## config.mk

```make
export PLATFORM = sky130hd
export DESIGN_NAME = ibex_multdiv_iter
export DESIGN_NICKNAME = d
export VERILOG_FILES = /design/src/rtl/ibex_multdiv_pkg.sv /design/src/rtl/ibex_multdiv_div_step.sv /design/src/rtl/ibex_multdiv_iter.sv
export SDC_FILE = /design/constraint.sdc
export NUM_CORES = 1
export LEC_CHECK = 0
export ABC_AREA = 1
export BUFFER_PORTS_ARGS = -buffer_cell sky130_fd_sc_hd__buf_2
export CAP_MARGIN = 15
export CORE_UTILIZATION = 45
export DETAILED_ROUTE_END_ITERATION = 12
export PLACE_DENSITY_LB_ADDON = 0.25
export SETUP_SLACK_MARGIN = 0.02
export SLEW_MARGIN = 20
export SYNTH_ARGS = -nofsm -noshare
export SYNTH_HDL_FRONTEND = slang
export SYNTH_SLANG_ARGS = --single-unit
```

## constraint.sdc

```tcl
create_clock -name clk_i -period 2.8 [get_ports clk_i]
set_input_delay 0.56 -clock clk_i [delete_from_list [all_inputs] [get_ports clk_i]]
set_output_delay 0.56 -clock clk_i [all_outputs]
set_load 0.1 [all_outputs]
```

## src/rtl/ibex_multdiv_pkg.sv

```systemverilog
// Shared types for the iterative multiplier/divider: operator encoding,
// FSM states and the iteration counter width helper.
package ibex_multdiv_pkg;

  typedef enum logic [1:0] {
    MD_OP_MULL = 2'd0,
    MD_OP_MULH = 2'd1,
    MD_OP_DIV  = 2'd2,
    MD_OP_REM  = 2'd3
  } md_op_e;

  typedef enum logic [1:0] {
    MD_IDLE,
    MD_COMP,
    MD_FIXUP,
    MD_DONE
  } md_iter_state_e;

  function automatic int unsigned md_cnt_width(input int unsigned width);
    return (width > 32'd1) ? $clog2(width) : 32'd1;
  endfunction

endpackage

```

## src/rtl/ibex_multdiv_div_step.sv

```systemverilog
// One restoring-division step: shift the next dividend bit into the partial
// remainder and subtract the divisor when it fits.
module ibex_multdiv_div_step #(
  parameter int unsigned WIDTH = 32
) (
  input  logic [WIDTH-1:0] rem,
  input  logic             num_msb,
  input  logic [WIDTH-1:0] divisor,
  output logic [WIDTH-1:0] rem_next,
  output logic             q_bit
);

  logic [WIDTH:0] shifted;
  logic [WIDTH:0] diff;

  // One extra bit keeps the compare exact when the remainder's MSB is set,
  // which happens for unsigned divisors at or above 2^(WIDTH-1).
  assign shifted  = {rem, num_msb};
  assign diff     = shifted - {1'b0, divisor};
  assign q_bit    = ~diff[WIDTH];
  assign rem_next = q_bit ? diff[WIDTH-1:0] : shifted[WIDTH-1:0];

endmodule

```

## src/rtl/ibex_multdiv_iter.sv

```systemverilog
// Iterative shift-add multiplier / restoring divider with request/response
// handshake, kill and optional early multiply termination.
import ibex_multdiv_pkg::*;

module ibex_multdiv_iter #(
  parameter int unsigned WIDTH          = 32,
  parameter bit          EARLY_MUL_EXIT = 1'b1
) (
  input  logic             clk_i,
  input  logic             rst_ni,
  input  logic             req_valid_i,
  output logic             req_ready_o,
  input  logic             kill_i,
  input  logic [1:0]       operator_i,
  input  logic [1:0]       signed_mode_i,
  input  logic [WIDTH-1:0] op_a_i,
  input  logic [WIDTH-1:0] op_b_i,
  output logic             resp_valid_o,
  input  logic             resp_ready_i,
  output logic [WIDTH-1:0] result_o
);

  localparam int unsigned CNT_W = md_cnt_width(WIDTH);
  localparam int unsigned W2    = 2 * WIDTH;

  md_iter_state_e   state_q, state_d;
  md_op_e           op_q, op_d;
  logic [CNT_W-1:0] cnt_q, cnt_d;
  logic             neg_q, neg_d;
  logic [W2-1:0]    a_sh_q, a_sh_d;
  logic [W2-1:0]    acc_q, acc_d;
  logic [WIDTH-1:0] b_sh_q, b_sh_d;
  logic [WIDTH-1:0] res_q, res_d;

  md_op_e           op_in;
  logic             sign_a, sign_b;
  logic [WIDTH-1:0] mag_a, mag_b;
  logic             is_mul;
  logic             last_iter;
  logic [W2-1:0]    acc_add;
  logic [WIDTH-1:0] b_shr;
  logic [WIDTH-1:0] ds_rem_next;
  logic             ds_q_bit;
  logic [W2-1:0]    prod_fix;
  logic [WIDTH-1:0] quo_fix, rem_fix;

  assign op_in  = md_op_e'(operator_i);
  assign sign_a = signed_mode_i[0] & op_a_i[WIDTH-1];
  assign sign_b = signed_mode_i[1] & op_b_i[WIDTH-1];
  assign mag_a  = sign_a ? (~op_a_i + 1'b1) : op_a_i;
  assign mag_b  = sign_b ? (~op_b_i + 1'b1) : op_b_i;

  assign is_mul    = (op_q == MD_OP_MULL) || (op_q == MD_OP_MULH);
  assign last_iter = (cnt_q == CNT_W'(WIDTH - 1));
  assign acc_add   = acc_q + (b_sh_q[0] ? a_sh_q : '0);
  assign b_shr     = b_sh_q >> 1;

  // In divide mode acc holds {remainder, quotient}, a_sh the shifting
  // dividend and b_sh the divisor magnitude.
  ibex_multdiv_div_step #(.WIDTH(WIDTH)) u_div_step (
    .rem      (acc_q[W2-1:WIDTH]),
    .num_msb  (a_sh_q[WIDTH-1]),
    .divisor  (b_sh_q),
    .rem_next (ds_rem_next),
    .q_bit    (ds_q_bit)
  );

  assign prod_fix = neg_q ? (~acc_q + 1'b1) : acc_q;
  assign quo_fix  = neg_q ? (~acc_q[WIDTH-1:0] + 1'b1) : acc_q[WIDTH-1:0];
  assign rem_fix  = neg_q ? (~acc_q[W2-1:WIDTH] + 1'b1) : acc_q[W2-1:WIDTH];

  always_comb begin
    state_d = state_q;
    op_d    = op_q;
    cnt_d   = cnt_q;
    neg_d   = neg_q;
    a_sh_d  = a_sh_q;
    acc_d   = acc_q;
    b_sh_d  = b_sh_q;
    res_d   = res_q;

    unique case (state_q)
      MD_IDLE: begin
        if (req_valid_i && !kill_i) begin
          op_d   = op_in;
          neg_d  = (op_in == MD_OP_REM) ? sign_a : (sign_a ^ sign_b);
          cnt_d  = '0;
          a_sh_d = {{WIDTH{1'b0}}, mag_a};
          b_sh_d = mag_b;
          acc_d  = '0;
          if (operator_i[1] && (op_b_i == '0)) begin
            state_d = MD_DONE;
            res_d   = (op_in == MD_OP_DIV) ? '1 : op_a_i;
          end else begin
            state_d = MD_COMP;
          end
        end
      end

      MD_COMP: begin
        if (kill_i) begin
          state_d = MD_IDLE;
        end else begin
          cnt_d  = cnt_q + 1'b1;
          a_sh_d = a_sh_q << 1;
          if (is_mul) begin
            acc_d  = acc_add;
            b_sh_d = b_shr;
            if (last_iter || (EARLY_MUL_EXIT && (b_shr == '0))) begin
              state_d = MD_FIXUP;
            end
          end else begin
            acc_d = {ds_rem_next, acc_q[WIDTH-2:0], ds_q_bit};
            if (last_iter) begin
              state_d = MD_FIXUP;
            end
          end
        end
      end

      MD_FIXUP: begin
        if (kill_i) begin
          state_d = MD_IDLE;
        end else begin
          state_d = MD_DONE;
          unique case (op_q)
            MD_OP_MULL: res_d = prod_fix[WIDTH-1:0];
            MD_OP_MULH: res_d = prod_fix[W2-1:WIDTH];
            MD_OP_DIV:  res_d = quo_fix;
            default:    res_d = rem_fix;
          endcase
        end
      end

      MD_DONE: begin
        if (kill_i || resp_ready_i) begin
          state_d = MD_IDLE;
        end
      end

      default: state_d = MD_IDLE;
    endcase
  end

  always_ff @(posedge clk_i) begin
    if (!rst_ni) begin
      state_q <= MD_IDLE;
      op_q    <= MD_OP_MULL;
      cnt_q   <= '0;
      neg_q   <= 1'b0;
      a_sh_q  <= '0;
      acc_q   <= '0;
      b_sh_q  <= '0;
      res_q   <= '0;
    end else begin
      state_q <= state_d;
      op_q    <= op_d;
      cnt_q   <= cnt_d;
      neg_q   <= neg_d;
      a_sh_q  <= a_sh_d;
      acc_q   <= acc_d;
      b_sh_q  <= b_sh_d;
      res_q   <= res_d;
    end
  end

  assign req_ready_o  = (state_q == MD_IDLE);
  assign resp_valid_o = (state_q == MD_DONE);
  assign result_o     = (state_q == MD_DONE) ? res_q : '0;

endmodule

```

======== Word level (Yosys, flattened, before mapping) ========
Index checks and enable logic that the tools add are counted.
word-level totals
  bits in latches ......................... 0
  logic and storage cells ................. 96
  memory bits (read-only) ................. 0
  bits in writable memories ............... 0
  memories ................................ 0
  register bits ........................... 202
operators by class
  $mul .................................... 0
  div/mod/pow operators ................... 0
  bitwise logic cells ..................... 9
  mux-type cells .......................... 38
  reduce and logical (&&, ||, !) cells .... 17
  $add $sub $neg .......................... 8
  shifts and indexed selects .............. 0
  equality and inequality tests ........... 16
  order comparisons ....................... 0
operators by type and width
  kind                                                   number
  two-way mux 64 bit                                     7
  two-way mux 32 bit                                     13
  one-hot mux 64 bit (2 select lines)                    2
  adder 32 x 1 -> 32 bit, second input constant          4
  NOT 32 bit                                             4
  one-hot mux 32 bit (2 select lines)                    2
  one-hot mux 32 bit (3 select lines)                    1
  adder 64 x 1 -> 64 bit, second input constant          1
  adder 64 bit                                           1
  zero test 32 bit                                       2
  NOT 64 bit                                             1
  subtractor 33 x 32 -> 33 bit                           1
  two-way mux 2 bit                                      8
  AND reduction 4 bit                                    3
  == test 2 bit, second input constant                   5
  two-way mux 5 bit                                      2
  one-hot mux 5 bit (2 select lines)                     1
  inequality test 4 bit, second input constant           2
  one-hot mux 2 bit (4 select lines)                     1
  inequality test 2 x 1 -> 1 bit, second input constant  3
  inequality test 2 bit, second input constant           3
  adder 5 x 1 -> 5 bit, second input constant            1
  == test 5 bit, second input constant                   1
  == test 2 x 1 -> 1 bit, second input constant          2
  11 further kinds                                       17

======== Longest topological paths before layout ========
Gate-level depths: netlist (run 1).
  word-level depth ........................ 6
  mapped depth ............................ 23

======== By module ========
Synthesis (run 1) repeated with hierarchy kept, for this count alone.
unflattened totals
  cells, all modules ...................... 4357
  area, all modules ....................... 22617.9 µm²
by module, submodules not included
  module                 area an instance (µm²)  times used  cells an instance
  ibex_multdiv_iter      19467.4                 1           3677
  ibex_multdiv_div_step  3150.5                  1           680

======== Worst setup path before layout (run 1) ========
Ideal clock, no wire load.
  path type ............................... flip-flop to flip-flop
  start ................................... reg state_q[1]
  end ..................................... reg res_q[19]
  setup slack ............................. -0.130 ns
  data required time ...................... 2.668 ns
  cell stages (with the launch flop) ...... 11
  period minus slack after synthesis ...... 2.930 ns
  setup time .............................. 0.132 ns
  path buffers ............................ 2
  data arrival time ....................... 2.797 ns
  cell sequence ........................... dfxtp_1 nor2_1 inv_1 nor2_1 inv_1 o21ai_0 nand2_2 buf_6 buf_2 nand2_1 a21oi_1
on the way
  word-level cells in the longest chain between the ends .. 3
  elaborated cells on any way between the ends .. 8
  classes of those cells .................. eq/ne: 4; mux: 1; reduce/logical: 3
RTL lines
  item                                                                                   RTL line                  source
  start, declared                                                                        ibex_multdiv_iter.sv:26   md_iter_state_e state_q, state_d;
  start signal, assigned                                                                 ibex_multdiv_iter.sv:156  state_q <= state_d;
  zero test 2 bit (*)                                                                    --
  net req_ready_o                                                                        ibex_multdiv_iter.sv:12   output logic req_ready_o,
  inequality test 2 x 1 -> 1 bit (no source line) or nonzero test 2 bit (tied branches)  --
  AND reduction 4 bit (no source line)                                                   --
  end signal, assigned                                                                   ibex_multdiv_iter.sv:163  res_q <= res_d;
  end, declared                                                                          ibex_multdiv_iter.sv:33   logic [WIDTH-1:0] res_q, res_d;
The timed path passes the listed nets; every way through them passes the cells marked *.
A chain may end at the register's enable or synchronous reset.

======== Worst setup path in the final report (run 1) ========
  start ................................... reg b_sh_q[0]
  end ..................................... reg acc_q[50]
on the way
  word-level cells in the longest chain between the ends .. 5
  elaborated cells on any way between the ends .. 7
  classes of those cells .................. add/sub: 2; mux: 5
RTL lines
  item                                                                RTL line                                              source
  start, declared                                                     ibex_multdiv_iter.sv:32                               logic [WIDTH-1:0] b_sh_q, b_sh_d;
  start signal, assigned                                              ibex_multdiv_iter.sv:162                              b_sh_q <= b_sh_d;
  two-way mux 64 bit or subtractor 33 x 32 -> 33 bit (tied branches)  ibex_multdiv_iter.sv:55, ibex_multdiv_div_step.sv:19
  adder 64 bit or two-way mux 32 bit (tied branches)                  ibex_multdiv_iter.sv:55, ibex_multdiv_div_step.sv:21
  two-way mux 64 bit (*)                                              ibex_multdiv_iter.sv:106                              if (is_mul) begin
  two-way mux 64 bit (*)                                              ibex_multdiv_iter.sv:101                              if (kill_i) begin
  one-hot mux 64 bit (2 select lines) (*)                             ibex_multdiv_iter.sv:82                               unique case (state_q)
  end signal, assigned                                                ibex_multdiv_iter.sv:152                              acc_q <= '0;
  end signal, assigned                                                ibex_multdiv_iter.sv:161                              acc_q <= acc_d;
  end, declared                                                       ibex_multdiv_iter.sv:31                               logic [W2-1:0] acc_q, acc_d;
Mark *: on every way between the ends. The rest lies on a longest branch, timed or not. The select of a mux whose other input is x is not followed.

==> run metrics, run 1 <==
status complete, but fails checks; failing checks negative setup slack; Rows 82; drt pass-1 iters 7; CTS Buf Count 26; count of final setup violators 5; crit start category flip-flop; min-delay worst type in -> reg; Post-Route Skew about 27 ps; Final Cell Area around 27000 um^2; initial antenna violation count 4; CTS tree yes; RSZ-0062 raised after global routing yes; most used flip-flop cell after synthesis dfxtp_1; clk_lat worst skew 590 ps; Cell Area, Placed approximately 25000 um^2; routed wire length ~98000 um; input/output buffers 106; minimum clock period between 2000 and 3000 ps; Worst Max-Slew Pin Slew 711 ps; Hold Buf Count CTS 0; dominant cell type by area after synthesis nand2_1; post-synthesis cell area ~23000 um^2; asr flop ratio synth 0; die height about 230 um; H-tree depth 1; layout overhead on the synthesized area 19.7%; largest net degree at the start of global routing between 100 and 150; fraction of layout cells with a size suffix above 1 0.139; Avg Inst Size Synth 5.21 um^2; Vias around 28k; wire per inst about 19 um; crit end category flip-flop; Synth Instances between 4k and 5k; synthesized flop and latch total between 200 and 250; post-synth cell types between 50 and 60; f_max between 300 and 400 MHz; CP Class reg -> reg; # diodes 0; die area approximately 50000 um^2; Top Ports 107; FF-to-FF setup slack -90 ps; Yosys top cell area share 0.265; Power per Cell Area around 360 nW/um^2; core area approximately 50000 um^2; antenna viol nets, final 0; total track usage 0.365; post-DR vias/cell ~5.4; largest cells by area after synthesis nand2_1 (27%), dfxtp_1 (18%), inv_1 (13%); post-synthesis sequential area ratio 0.178; First DRT Iteration DRCs roughly 3.3k; Final nets between 4k and 5k; pre-CTS WS -86.4 ps; Slew Viols, Final 0; Hold WS 271 ps; routability cong. ~1.1; Mapped Nets 4545; final clock period utilization by the worst path 1.03; MaxCap Viol Count 0; initial core utilization 0.455; CTS root buf clkbuf_16; multi-input logic area 16300 um^2; Worst Path Arrival 3380 ps; Die X 227 um; Ys Warns 0; PnR worst setup slack -85.7 ps; Longest Clk Path Bufs 3; Post-synth EDFFs 0; HPWL Detailed between 70000 and 80000 um; Residual DRC 0; fillers ~5.4k; worst vdd ir around 0.43 mV; leakage power between 10 and 15 nW; Power Total approximately 0.0098 W; Reg clk slew, reported paths around 70 ps; Sink Count ~200; gr ovfl total 0; Fin. Hold Viols 0; Sequential Area just over 4000 um^2; Max transition margin 0.526; global-route wire length before repair around 140000 um; CP Max Fanout 13; vias in the first global route about 25k; Worst Path Required between 3000 and 4000 ps
-- through the flow --
stage	setup TNS [ps]	util	instances
final	-284	0.544	5259
after global routing	-1480	0.544	5259
after CTS	0	0.521	5244
after detailed placement	-401	0.503	5200
after global placement	-325	0.503	5200
after floorplan	0	-	4368
-- state kept, by name, indices dropped and copies added, names as in the netlist --
register  flops
cnt_q         5
acc_q        64
b_sh_q       32
neg_q         1
op_q          2
res_q        32
state_q       2
a_sh_q       64
-- path summary, 6_finish.rpt --
| kind | from | to | cells after the start |
|---|---|---|---|
| worst max-delay path | b_sh_q[0] | acc_q[50] | 16 |
| worst min-delay path | operator_i[0] | op_q[0] | 3 |
| worst max register to register | b_sh_q[0] | acc_q[50] | 16 |
| worst min register to register | b_sh_q[21] | b_sh_q[21] | 2 |
-- repair_timing --
item	4_1_cts	5_1_grt
gates resized for setup	21	255
pin swaps	0	34
gates cloned	0	2
hold endpoints to repair	0	0
endpoints found under the setup margin	21	46
buffers inserted	1	13
-- final cells by class --
cell class | instances | area share
Timing Repair Buffer | 309 | 0.0850
Clock inverter | 11 | 0.00496
Multi-Input combinational cell | 3257 | 0.598
Tap cell | 672 | 0.0308
Clock buffer | 32 | 0.0258
Sequential cell | 202 | 0.149
Inverter | 776 | 0.107
-- synth_stat cells, types with 2 or more instances --
master    count
nand4_1      43
clkbuf_1     86
nand2_1    1609
nand3_1     297
nor2_4        2
nor3_1       51
o31ai_1       4
dfxtp_1     202
fa_1          2
o21a_1        2
nand2_4       2
o21bai_1      7
nand3b_1     15
nand3_2       3
nor2_2        9
a21oi_1     338
a211oi_1      2
o21ai_0     150
o21ai_1      13
buf_1         8
buf_6         7
inv_2        10
a31oi_1      31
a22oi_1      17
o211ai_1     25
and3_1        3
inv_1       765
o221ai_1      6
nand2_2      10
or2_2        18
buf_2        30
xor2_1       46
xnor2_1       9
o22ai_1       2
ha_1        102
nor2_1      419
nor4_1        8
-- report_power, final --
part	switching, W	internal (W)	total (W)
logic	0.00211	0.00108	0.00319
registers	0.000118	0.00298	0.00310
clock network	0.00151	0.00196	0.00348
-- cells by family after synthesis --
family,count (synthesis),share of synthesized area
buffers and inverters,909,0.154
AND/OR/NAND/NOR,2495,0.447
XOR/XNOR,55,0.0211
AO/OA/AOI/OAI,603,0.142
adder cells (fa/ha/maj),104,0.0578
flip-flops,202,0.178
-- critical path, stage by stage (launching register included) --
cell      delay (ps)
dfxtp_4          450
buf_8            180
nand2_1           80
inv_1             70
ha_1             290
nand2_1          100
nand2_1          100
nand2_1           70
nand2_1          110
nand3b_1         370
nand2_1          160
nand2_2          130
nand2_1          190
nand3_1          110
nand3_1          130
nand3_1           90
a21oi_1          150
-- routing by layer --
metal,vias up,GRT usage,routed length [um]
met4,8,0.209,6230
met3,307,0.0586,9240
met1,12700,0.479,40000
met5,-,0,48
met2,1385,0.566,42100
li1,14000,-,-
-- cells in the final DEF (no fill, tap or decap), types with 43 or more instances in the layout --
cell     count
ha_1        57
xor2_1      45
nor2_2      49
nand4_1     43
nor3_1      45
nor2_1     366
nand2_1   1533
inv_1      760
nand2_2     79
buf_2      106
nand3_1    292
dfxtp_1    197
a21oi_1    308
o21ai_0    146
buf_4      179
(Power assumes the default switching activity.)
==> run 2, diff against run 1 <==
Settings changed: ABC_AREA 1 to default.
==> run 2 against run 1 <==
  * The flow still finishes with violations (negative setup slack)
  * Global-route usage grew 0.33 points
  * Synthesized area is 21% lower
  * Clock skew down 5.6 ps
  * Critical path type unchanged
  * Critical endpoint is now res_q[30]
==> run metrics, run 2 <==
status complete, but fails checks; failing checks negative setup slack; HPWL Detailed 56200 um (-27%); most used flip-flop cell after synthesis dfxtp_1; post-synthesis sequential area ratio 0.225 (+0.0479); clock power share 0.418 (+0.062); worst reg-to-reg path cell count 13 (-3); H-tree depth 1 (unchanged); routability cong. 1.02 (-3.2%); global-route wire length before repair 119000 um (-17%); layout overhead on the synthesized area 55.9%; Vias 22.3k (-21%); Die X 202 um (-11%); PnR worst setup slack -839 ps (-753 ps); RSZ-0062 raised after global routing yes; Worst Setup SP acc_q[1]; CTS tree yes; Mapped Nets 2631 (-42%); Hold Buf Count CTS 0 (unchanged); antenna viol nets, final 0 (unchanged); most common cell after layout, fill and taps aside buf_4; post-synthesis cell area 17900 um^2 (-21%); Residual DRC 0 (unchanged); Final nets 3302 (-30%); Fin. Hold Viols 0 (unchanged); largest net degree at the start of global routing 171 (+55%); die height 202 um (-11%); die area 40700 um^2 (-21%); pre-CTS WS -858 ps (-771 ps); dominant cell type by area after synthesis dfxtp_1; asr flop ratio synth 0 (unchanged); fraction of layout cells with a size suffix above 1 0.407 (+0.268); routed wire length 79400 um (-19%); final clock period utilization by the worst path 1.30 (+0.269); CP Max Fanout 4 (-9); initial antenna violation count 0 (-4); Post-Route Skew 21.4 ps (-5.61 ps); FF-to-FF Start acc_q[1]; First DRT Iteration DRCs 2196 (-33%); Switching Share 0.300 (-0.0828); synthesized flop and latch total 202 (unchanged); Ys Warns 0 (unchanged); Commonest cells post-synth nand2_1 (224), a21oi_1 (211), dfxtp_1 (202); Worst Path Required 3310 ps (+20 ps); core area 39000 um^2 (-22%); Avg Inst Size Synth 7.31 um^2 (+40%); sequential power share 0.340 (+0.023); Hold WS 262 ps (-8.36 ps); min-delay worst type in -> reg; Sink Count 202 (unchanged); Power Total 0.00887 W (-9.2%); gr ovfl total 0 (unchanged); top-count cell post-synth nand2_1; minimum clock period 3640 ps (+753 ps); most frequent cells in the layout buf_4 (612), nand2_1 (193), dfxtp_1 (192); MaxCap Viol Count 0 (unchanged); Sw Pwr 0.00266 W (-29%); largest cells by area after synthesis dfxtp_1 (23%), ha_1 (7.1%), a21oi_1 (5.9%); post-synth cell types 72 (+38%); Combinational Power Share 0.242 (-0.084); top flop regs a_sh_q x64, acc_q x64; Setup crit end res_q[30]; Rows 72 (-12%); worst vdd ir 0.468 mV (+7.7%); Slew Viols, Final 0 (unchanged); Top Ports 107 (unchanged); wire per inst 21.7 um (+17%); Final Util 0.717 (+0.172); Worst Path Arrival 4150 ps (+770 ps); Reg clk slew, reported paths 60 ps (about the same); # diodes 0 (unchanged); count of final setup violators 78 (+73); f_max 275 MHz (-21%); initial core utilization 0.460 (+0.00486); clk_lat worst skew 570 ps (-20 ps); Longest Clk Path Bufs 3 (unchanged); Power per Cell Area 317 nW/um^2 (-11%); crit end category flip-flop; leakage power 12.1 nW (-16%); Worst Max-Slew Pin Slew 911 ps (+200 ps); crit start category flip-flop; vias in the first global route 22.0k (-12%); Int Pwr 0.00620 W (+3.0%); input/output buffers 106 (unchanged); drt pass-1 iters 6 (-1); FF-to-FF setup slack -840 ps (-750 ps); RR Endpoint res_q[30]; Synth Instances 2454 (-44%); Max transition margin 0.391 (-0.135); post-DR vias/cell 6.10 (+13%); total track usage 0.368 (+0.00326); CTS Buf Count 26 (unchanged); Post-synth EDFFs 0 (unchanged); CTS root buf clkbuf_16; Yosys top cell area share 0.225 (-0.0397); CP Class reg -> reg
==> run 2: worst min-delay path by stage <==
stage / depth (start not counted) / endpoint / slack (ps) / from
final: 3 / op_q[1] / 260 / operator_i[1]
after CTS: 3 / op_q[1] / 260 / operator_i[1]
after global routing: 3 / op_q[1] / 280 / operator_i[1]
after global placement: 2 / res_q[26] / 440 / res_q[26]
after floorplan: 2 / res_q[16] / 410 / res_q[16]
after detailed placement: 2 / res_q[9] / 440 / res_q[9]
==> run 2: metal layers <==
| layer | part of all wire | wire (um) | vias to the layer above | global-route usage |
|---|---|---|---|---|
| met5 | 0 | 0 | - | 0 |
| met4 | 0.080 | 6330 | 0 | 0.230 |
| met3 | 0.071 | 5670 | 371 | 0.0598 |
| met2 | 0.47 | 37600 | 1108 | 0.637 |
| met1 | 0.38 | 29800 | 10600 | 0.422 |
| li1 | - | - | 10300 | - |
==> run 2: area by class of cell <==
type                    count  area [um^2]
repair buffers            806         6280
inverters                  71          267
well taps                 518          648
multi-input cells        2018        15800
clock inverters            12          196
fillers                  2977        11000
clock buffers              34          732
flip-flops and latches    202         4060
==> run 2: power groups by stage <==
stage / combinational [W] / sequential, W / clock [W]
final: 0.00215 / 0.00302 / 0.00371
after CTS: 0.00198 / 0.00301 / 0.00374
after global placement: 0.00174 / 0.00307 / 0
after global routing: 0.00228 / 0.00302 / 0.00384
after floorplan: 0.00103 / 0.00306 / 0
after detailed placement: 0.00177 / 0.00307 / 0
==> run 2: worst max-delay path, stage by stage (launching register included) <==
cell and delay (ps):
dfxtp_2 330, inv_2 80, ha_4 130, or4b_4 460
or3_4 340, or4b_4 520, or3_4 370, a21o_1 190
or4_4 450, buf_6 140, nand3_2 60, o211ai_1 80
a211oi_1 230, o221a_1 210
==> run 2: through the flow <==
step	area, um^2	instances	setup TNS (ps)
2_1_floorplan	18500	2454	-17150
3_3_place_gp	23600	3511	-36700
3_5_place_dp	23600	3511	-40800
4_1_cts	26800	3629	-29960
5_1_grt	28000	3661	-43730
6_report	28000	3661	-36130
==> run 2: cells by family after synthesis <==
group                      Yosys count  synth area share
and+or+nand+nor                    891             0.254
DFF                                202             0.225
AOI/OAI and AO/OA                  809             0.292
buffers and inverters              234            0.0490
muxes                               13           0.00753
xor gates and xnor gates           201            0.0982
adders and majority gates          104            0.0734
==> run 2: repair_timing <==
action,in CTS,in global routing
setup endpoints to repair,81,91
gates resized for setup,365,223
pin swaps,220,156
gates cloned,7,0
setup buffers,74,39
